[src/rtl/mux_n_to_1_pipe_if.sv]
// Handshake/bus bundle for mux_n_to_1_pipe: valid/ready input side carrying select+buses, valid/ready output side.
// sel_err exists only when MUX_SEL_CHECK_EN is defined.
interface mux_n_to_1_pipe_if #(
  parameter int WORD_WIDTH = 32,
  parameter int NUM_INPUTS = 4,
  parameter int SEL_WIDTH  = 2
);
  // Handshake: a transfer happens on a rising edge where valid and ready are both 1;
  // a producer holding valid may not retract its data until it is accepted, and ready never depends on valid.
  logic                             in_valid;
  logic                             in_ready;
  logic [SEL_WIDTH-1:0]             select;
  logic [NUM_INPUTS*WORD_WIDTH-1:0] inp;
  logic                             out_valid;
  logic                             out_ready;
  logic [WORD_WIDTH-1:0]            out;
`ifdef MUX_SEL_CHECK_EN
  logic                             sel_err;

  modport master (output in_valid, select, inp, out_ready,
                  input  in_ready, out_valid, out, sel_err);
  modport slave  (input  in_valid, select, inp, out_ready,
                  output in_ready, out_valid, out, sel_err);
`else
  modport master (output in_valid, select, inp, out_ready,
                  input  in_ready, out_valid, out);
  modport slave  (input  in_valid, select, inp, out_ready,
                  output in_ready, out_valid, out);
`endif
endinterface

[src/rtl/mux_n_to_1_pipe.sv]
// N:1 word mux feeding a 2-entry FIFO with valid/ready on both sides; no combinational in->out path.
// Optional sticky out-of-range flag enabled by defining MUX_SEL_CHECK_EN.
module mux_n_to_1_pipe #(
  parameter int WORD_WIDTH = 32,
  parameter int NUM_INPUTS = 4,
  parameter int SEL_WIDTH  = 2
) (
  input logic              clk,
  input logic              rst,
  mux_n_to_1_pipe_if.slave bus
);

  generate
    if (NUM_INPUTS < 2 || (2 ** SEL_WIDTH) < NUM_INPUTS) begin : g_param_check
      $error("mux_n_to_1_pipe: NUM_INPUTS must be >= 2 and fit in SEL_WIDTH bits");
    end
  endgenerate

  logic [1:0]            count;
  logic [WORD_WIDTH-1:0] head_q;
  logic [WORD_WIDTH-1:0] tail_q;
  logic [WORD_WIDTH-1:0] picked;
  logic [WORD_WIDTH-1:0] sel_word;
  logic                  in_range;
  logic                  push;
  logic                  pop;

  always_comb begin
    picked   = '0;
    in_range = 1'b0;
    for (int i = 0; i < NUM_INPUTS; i++) begin
      if (bus.select == SEL_WIDTH'(i)) begin
        picked   = bus.inp[i*WORD_WIDTH +: WORD_WIDTH];
        in_range = 1'b1;
      end
    end
    sel_word = in_range ? picked : '0;
  end

  // in_ready looks only at state (and reset), never at out_ready.
  assign bus.in_ready  = !rst && (count != 2'd2);
  assign bus.out_valid = (count != 2'd0);
  assign bus.out       = head_q;

  assign push = bus.in_valid && bus.in_ready;
  assign pop  = bus.out_valid && bus.out_ready;

  always_ff @(posedge clk or posedge rst) begin
    if (rst) begin
      count  <= 2'd0;
      head_q <= '0;
      tail_q <= '0;
    end else begin
      case (count)
        2'd0: begin
          if (push) begin
            head_q <= sel_word;
            count  <= 2'd1;
          end
        end
        2'd1: begin
          // Simultaneous push/pop replaces the head in place.
          if (push && pop) begin
            head_q <= sel_word;
          end else if (push) begin
            tail_q <= sel_word;
            count  <= 2'd2;
          end else if (pop) begin
            count  <= 2'd0;
          end
        end
        2'd2: begin
          if (pop) begin
            head_q <= tail_q;
            count  <= 2'd1;
          end
        end
        default: count <= 2'd0;
      endcase
    end
  end

`ifdef MUX_SEL_CHECK_EN
  logic sel_err_q;

  always_ff @(posedge clk or posedge rst) begin
    if (rst) begin
      sel_err_q <= 1'b0;
    end else if (push && !in_range) begin
      sel_err_q <= 1'b1;
    end
  end

  assign bus.sel_err = sel_err_q;
`endif

endmodule

[src/flat_wrapper.sv]
// flat-port wrapper written by rule: the top's interface ports become plain ports
module mux_n_to_1_pipe_flat 
#(
  parameter int WORD_WIDTH = 32,
  parameter int NUM_INPUTS = 4,
  parameter int SEL_WIDTH  = 2
)
  (clk, rst, bus_in_valid, bus_select, bus_inp, bus_out_ready, bus_in_ready, bus_out_valid, bus_out);
  mux_n_to_1_pipe_if #(.WORD_WIDTH(WORD_WIDTH), .NUM_INPUTS(NUM_INPUTS), .SEL_WIDTH(SEL_WIDTH)) bus_i ();
  input logic clk;
  input logic rst;
  input wire logic [$bits(bus_i.in_valid)-1:0] bus_in_valid;
  input wire logic [$bits(bus_i.select)-1:0] bus_select;
  input wire logic [$bits(bus_i.inp)-1:0] bus_inp;
  input wire logic [$bits(bus_i.out_ready)-1:0] bus_out_ready;
  output wire logic [$bits(bus_i.in_ready)-1:0] bus_in_ready;
  output wire logic [$bits(bus_i.out_valid)-1:0] bus_out_valid;
  output wire logic [$bits(bus_i.out)-1:0] bus_out;
  assign bus_i.in_valid = bus_in_valid;
  assign bus_i.select = bus_select;
  assign bus_i.inp = bus_inp;
  assign bus_i.out_ready = bus_out_ready;
  assign bus_in_ready = bus_i.in_ready;
  assign bus_out_valid = bus_i.out_valid;
  assign bus_out = bus_i.out;
  mux_n_to_1_pipe #(.WORD_WIDTH(WORD_WIDTH), .NUM_INPUTS(NUM_INPUTS), .SEL_WIDTH(SEL_WIDTH)) u_core (.clk(clk), .rst(rst), .bus(bus_i));
endmodule
[config.mk]
export PLATFORM = sky130hd
export DESIGN_NAME = mux_n_to_1_pipe_flat
export DESIGN_NICKNAME = d
export VERILOG_FILES = /design/src/rtl/mux_n_to_1_pipe_if.sv /design/src/rtl/mux_n_to_1_pipe.sv /design/src/flat_wrapper.sv
export SDC_FILE = /design/constraint.sdc
export NUM_CORES = 1
export LEC_CHECK = 0
export ABC_AREA = 1
export CORE_MARGIN = 2
export CORE_UTILIZATION = 39
export DETAILED_ROUTE_END_ITERATION = 7
export GPL_ROUTABILITY_DRIVEN = 0
export MAX_ROUTING_LAYER = met4
export PLACE_DENSITY = 0.87
export SLEW_MARGIN = 15
export SYNTH_ARGS = -nofsm -noshare
export SYNTH_HDL_FRONTEND = slang
export SYNTH_SLANG_ARGS = --single-unit
[constraint.sdc]
create_clock -name clk -period 2 [get_ports clk]
set_clock_uncertainty 0.15 [all_clocks]
set_input_delay 0.2 -clock clk [delete_from_list [all_inputs] [get_ports clk]]
set_output_delay 0.2 -clock clk [all_outputs]
set_load 0.03 [all_outputs]
# Word level (Yosys, flattened, before mapping)
# Index checks and enable logic that the tools add are counted.
[word_totals] regBits=66 inputBits=134 output_inout_bits=34 elab_cells=46
[classes] n_eq_ne=11 mux=19 bitwise_logic=1 reduce_logical=12
[ops] cell="$mux W32" count=8
[ops] cell="$pmux W32 S3" count=1
[ops] cell="$mux W2" count=5
[ops] cell="$reduce_and A4 Y1" count=2
[ops] cell="$eq A2 B2 Y1 const B" count=3
[ops] cell="$ne A2 B1 Y1 const B" count=3
[ops] cell="$pmux W2 S3" count=1
[ops] cell="$eq A2 B1 Y1 const B" count=2
[ops] cell="$logic_and A1 B1 Y1" count=4
[ops] cell="$logic_not A2 Y1" count=2
[ops] cell="$mux W1" count=4
[ops] cell="$ne A2 B2 Y1 const B" count=2
[ops] cell="$ne A3 B1 Y1 const B" count=1
[ops] cell="$reduce_and A3 Y1" count=1
[ops] cell="$reduce_bool A3 Y1" count=1
[ops] cell="$reduce_bool A2 Y1" count=1
[ops] cell="$logic_not A1 Y1" count=1
[ops] cell="$not A1 Y1" count=1

# Depth between registers and ports, before layout
[depth] depth_word=8 ltp_mapped=10 depth_no_buf=9

# Worst setup path after synthesis
# Ideal clock, no wire load.
[synth_timing] path_kind="in2reg" startpoint="input rst" endpoint="register u_core.tail_q[16]" setup_time_ns=0.122 arrival_ns=2.549 t_required_ns=1.728 slack_ns=-0.821 path_stages=7 n_path_buf=1 path_cell_list="inv_1 -> nand3_2 -> nor3_4 -> inv_2 -> buf_2 -> nand2_1 -> o21ai_1"
[synth_via] elab_chain_cells=6
[synth_lines] item="from (decl)" line_no="flat_wrapper.sv:11" source="input logic rst;"
[synth_lines] item="$logic_not A1 Y1 (*)" line_no="mux_n_to_1_pipe.sv:41" source="assign bus.in_ready = !rst && (count != 2'd2);"
[synth_lines] item="$logic_and A1 B1 Y1 (*)" line_no="mux_n_to_1_pipe.sv:41"
[synth_lines] item="$logic_and A1 B1 Y1 (*)" line_no="mux_n_to_1_pipe.sv:45" source="assign push = bus.in_valid && bus.in_ready;"
[synth_lines] item="$logic_and A1 B1 Y1" line_no="mux_n_to_1_pipe.sv:63" source="if (push && pop) begin"
[synth_lines] item="$not A1 Y1 (no source line)"
[synth_lines] item="$reduce_and A3 Y1 (no source line) (*)"
[synth_lines] item="to (signal assigned)" line_no="mux_n_to_1_pipe.sv:66" source="tail_q <= sel_word;"
[synth_lines] item="to (decl)" line_no="mux_n_to_1_pipe.sv:21" source="logic [WORD_WIDTH-1:0] tail_q;"
# Mark *: on every way between the ends. The rest lies on a longest branch, timed or not.
# A chain may end at the register's enable or synchronous reset.

# Worst setup path after layout
[layout_timing] startpoint="register u_core.count[1]" endpoint="output bus_in_ready"
[layout_via] elab_chain_cells=2
[layout_lines] item="from (decl)" line_no="mux_n_to_1_pipe.sv:19" source="logic [1:0] count;"
[layout_lines] item="from (signal assigned)" line_no="mux_n_to_1_pipe.sv:50" source="count <= 2'd0;"
[layout_lines] item="from (signal assigned)" line_no="mux_n_to_1_pipe.sv:58" source="count <= 2'd1;"
[layout_lines] item="from (signal assigned)" line_no="mux_n_to_1_pipe.sv:67" source="count <= 2'd2;"
[layout_lines] item="$ne A2 B2 Y1" line_no="mux_n_to_1_pipe.sv:41"
[layout_lines] item="$logic_and A1 B1 Y1" line_no="mux_n_to_1_pipe.sv:41"
[layout_lines] item="to (decl)" line_no="flat_wrapper.sv:16" source="output wire logic [$bits(bus_i.in_ready)-1:0] bus_in_ready;"
# Every way passes these cells.

==> flow_metrics.tcl <==
set metrics [dict create \
    final_cells 930 \
    coreArea_um2 10200 \
    synth_seq_cells 66 \
    final_area_um2 6270 \
    crit_chain "inv_2 -> nor2_4 -> nor2_1 -> dlygate4sd2_1" \
    yosys.area_share.simple_pct 45.5 \
    grt-ovfl-total 0 \
    initial_utilization_pct 39.5 \
    synth.avg_cell_area_um2 6.50 \
    chipHeight_um 106 \
    synthMuxAreaShare_pct 0 \
    tritoncts "yes" \
    avgViaCountPerCell 4.92 \
    slowest_stage "dlygate4sd2_1" \
    holdBufCountCts 0 \
    max_clock_freq_mhz 544 \
    drt-total-wl_um 12800 \
    drive_above_1_share_pct 11.5 \
    fp-row-count 37 \
    grt_first_pass_wirelength_um 21400 \
    htreeDepth 3 \
    fill_cells 944 \
    slowest_delay_ns 0.43 \
    dpl_cell_area_um2 6060 \
    synth-xor-area-share_pct 0 \
    syn_nets 753 \
    rsz0062_at_grt "no" \
    cp_num_buf_inv 2 \
    antennaDiodeCount 0 \
    dp.cells 914 \
    cts.sinks 66 \
    final_cell_mix "nand2_1 (284), clkdlybuf4s50_1 (164), nand3_1 (98)" \
    min_period_ns 1.84 \
    first_iter_violations 232 \
    synthAdderAreaFrac_pct 0 \
    clk_pin_slew_worst_paths_ns 0.08 \
    cp.required_ns 1.65 \
    cts-root-buf "clkbuf_8" \
    critical_path_class "reg -> out" \
    vias 4573 \
    tns_ns 0 \
    peakVddDrop_uv 513 \
    status "completed" \
    layout_commonest_cell "nand2_1" \
    boundaryPins 168 \
    routedWlPerCell_um 13.8 \
    syn_area_um2 4020 \
    yosysWarnings 0 \
    grt_max_degree 67 \
    worstSkewPairLatency_ns 0.34 \
    setup_viol 0 \
    maxCapViolCount 0 \
    cts_buffers 9 \
    synth_top_area_share_pct 41.1 \
    leakagePower_nw 3.08 \
    synth_area_leaders "dfrtp_1 (41%), nand2_1 (27%), nand3_1 (14%)" \
    tightestPinTransition_ns 0.842 \
    ant_nets 0 \
    ys_types 21 \
    synth_cells 619 \
    drcViolationCount 0 \
    dr.pass1.iters 4 \
    cp_max_fo 4 \
    hold_viol_final 0 \
    die_width_um 106 \
    finalNetCount 923 \
    final_core_util_pct 61.5 \
    slew_headroom_pct 43.9 \
    track_usage_pct 24.7 \
    hp-class "in -> reg" \
    dp_hpwl_um 9480 \
    ys_seq_area_share_pct 41.1 \
    die_area_um2 11100 \
    synth_top_family_by_area "simple AND/OR/NAND/NOR gates" \
    crit_arrival_ns 1.49 \
    cp-start-kind "register" \
    cts_buffer_depth 2 \
    syn_to_final_growth_pct 55.8 \
    power_density_nw_per_um2 1090 \
    first_global_vias 4499 \
    yosysTopAreaCell "dfrtp_1" \
    grt_antenna_before_repair 0 \
    cp_top_family "buffers and inverters" \
    finalCritPeriodShare_pct 91.9 \
    worstSetupEndpointType "output port" \
    synth-compound-area-share_pct 4.35 \
    drv_slew 0 \
    io_buffer_count 167 \
]
==> cell usage after synthesis, drive strengths merged <==
cell type	count
buf	20
nor2	5
inv	53
a21oi	1
o21ai	34
or2	19
nor3	1
nand2	286
nand3b	1
nand4	1
clkbuf	16
dfrtp	66
nand3	116
==> state kept, by name (all words and copies together), names as in the netlist <==
signal / flops
u_core.bus.out: 32
u_core.tail_q: 32
u_core.count: 2
==> power breakdown <==
part / total (mW) / leakage, nW / internal (mW) / switching (mW)
sequential: 2.29 / 0.818 / 1.98 / 0.313
combinational: 3.35 / 2.16 / 1.39 / 1.96
clock: 1.17 / 0.0986 / 0.643 / 0.526
==> cells by family (layout without fill, tap and decap cells) <==
family                 after synthesis  in the layout
AO/OA/AOI/OAI                       35             35
AND/OR/NAND/NOR                    429            429
flip-flops                          66             66
buffers and inverters               89            264
==> cell type report <==
cell class	count	area [µm²]	area share [%]
Clock buffer	12	155	2.48
Clock inverter	4	50.0	0.799
Inverter	53	203	3.23
Multi-Input combinational cell	464	2110	33.7
Sequential cell	66	1650	26.4
Tap cell	136	170	2.72
Timing Repair Buffer	195	1930	30.8
==> worst min-delay path: stages <==
cell and delay (ns):
buf_2 0.17, nand2_1 0.09, nand3_1 0.08, nand2_1 0.07
nand2_1 0.05, o21ai_1 0.06
==> per-stage QoR <==
step	hold slack [ns]	power [mW]	setup WS [ns]
finish	0.265	6.81	0.162
global route	0.306	7.29	0.0797
CTS	0.256	6.86	0.00741
detailed placement	0.314	5.68	0.0466
global placement	0.311	5.60	0.0960
floorplan	0.145	4.25	-0.268
==> final timing paths <==
kind / end / slack, ns / from / cells after the start
max in group asynchronous: u_core.bus.out[21] / 0.67 / rst / 4
setup reg to reg: u_core.bus.out[0] / 0.32 / u_core.count[0] / 8
setup / recovery: bus_in_ready / 0.16 / u_core.count[1] / 4
hold / removal: u_core.tail_q[7] / 0.26 / bus_select[0] / 6
min in group asynchronous: u_core.bus.out[15] / 0.46 / rst / 4
hold reg to reg: u_core.tail_q[24] / 0.33 / u_core.tail_q[24] / 2
==> what timing repair did <==
action                                  CTS  global route
endpoints found under the setup margin    1             1
gates resized for setup                   1             1
buffers inserted                          0             0
==> per-layer routing <==
layer  share of wire, %  vias up  track usage, %
met2                 50      163            43.9
met3                6.7       18            4.58
met1                 42     2115            28.7
met4                1.4        0            6.48
li1                   -     2277               -
met5                  0        -               -
No activity file was read; power rests on OpenSTA's default activity.
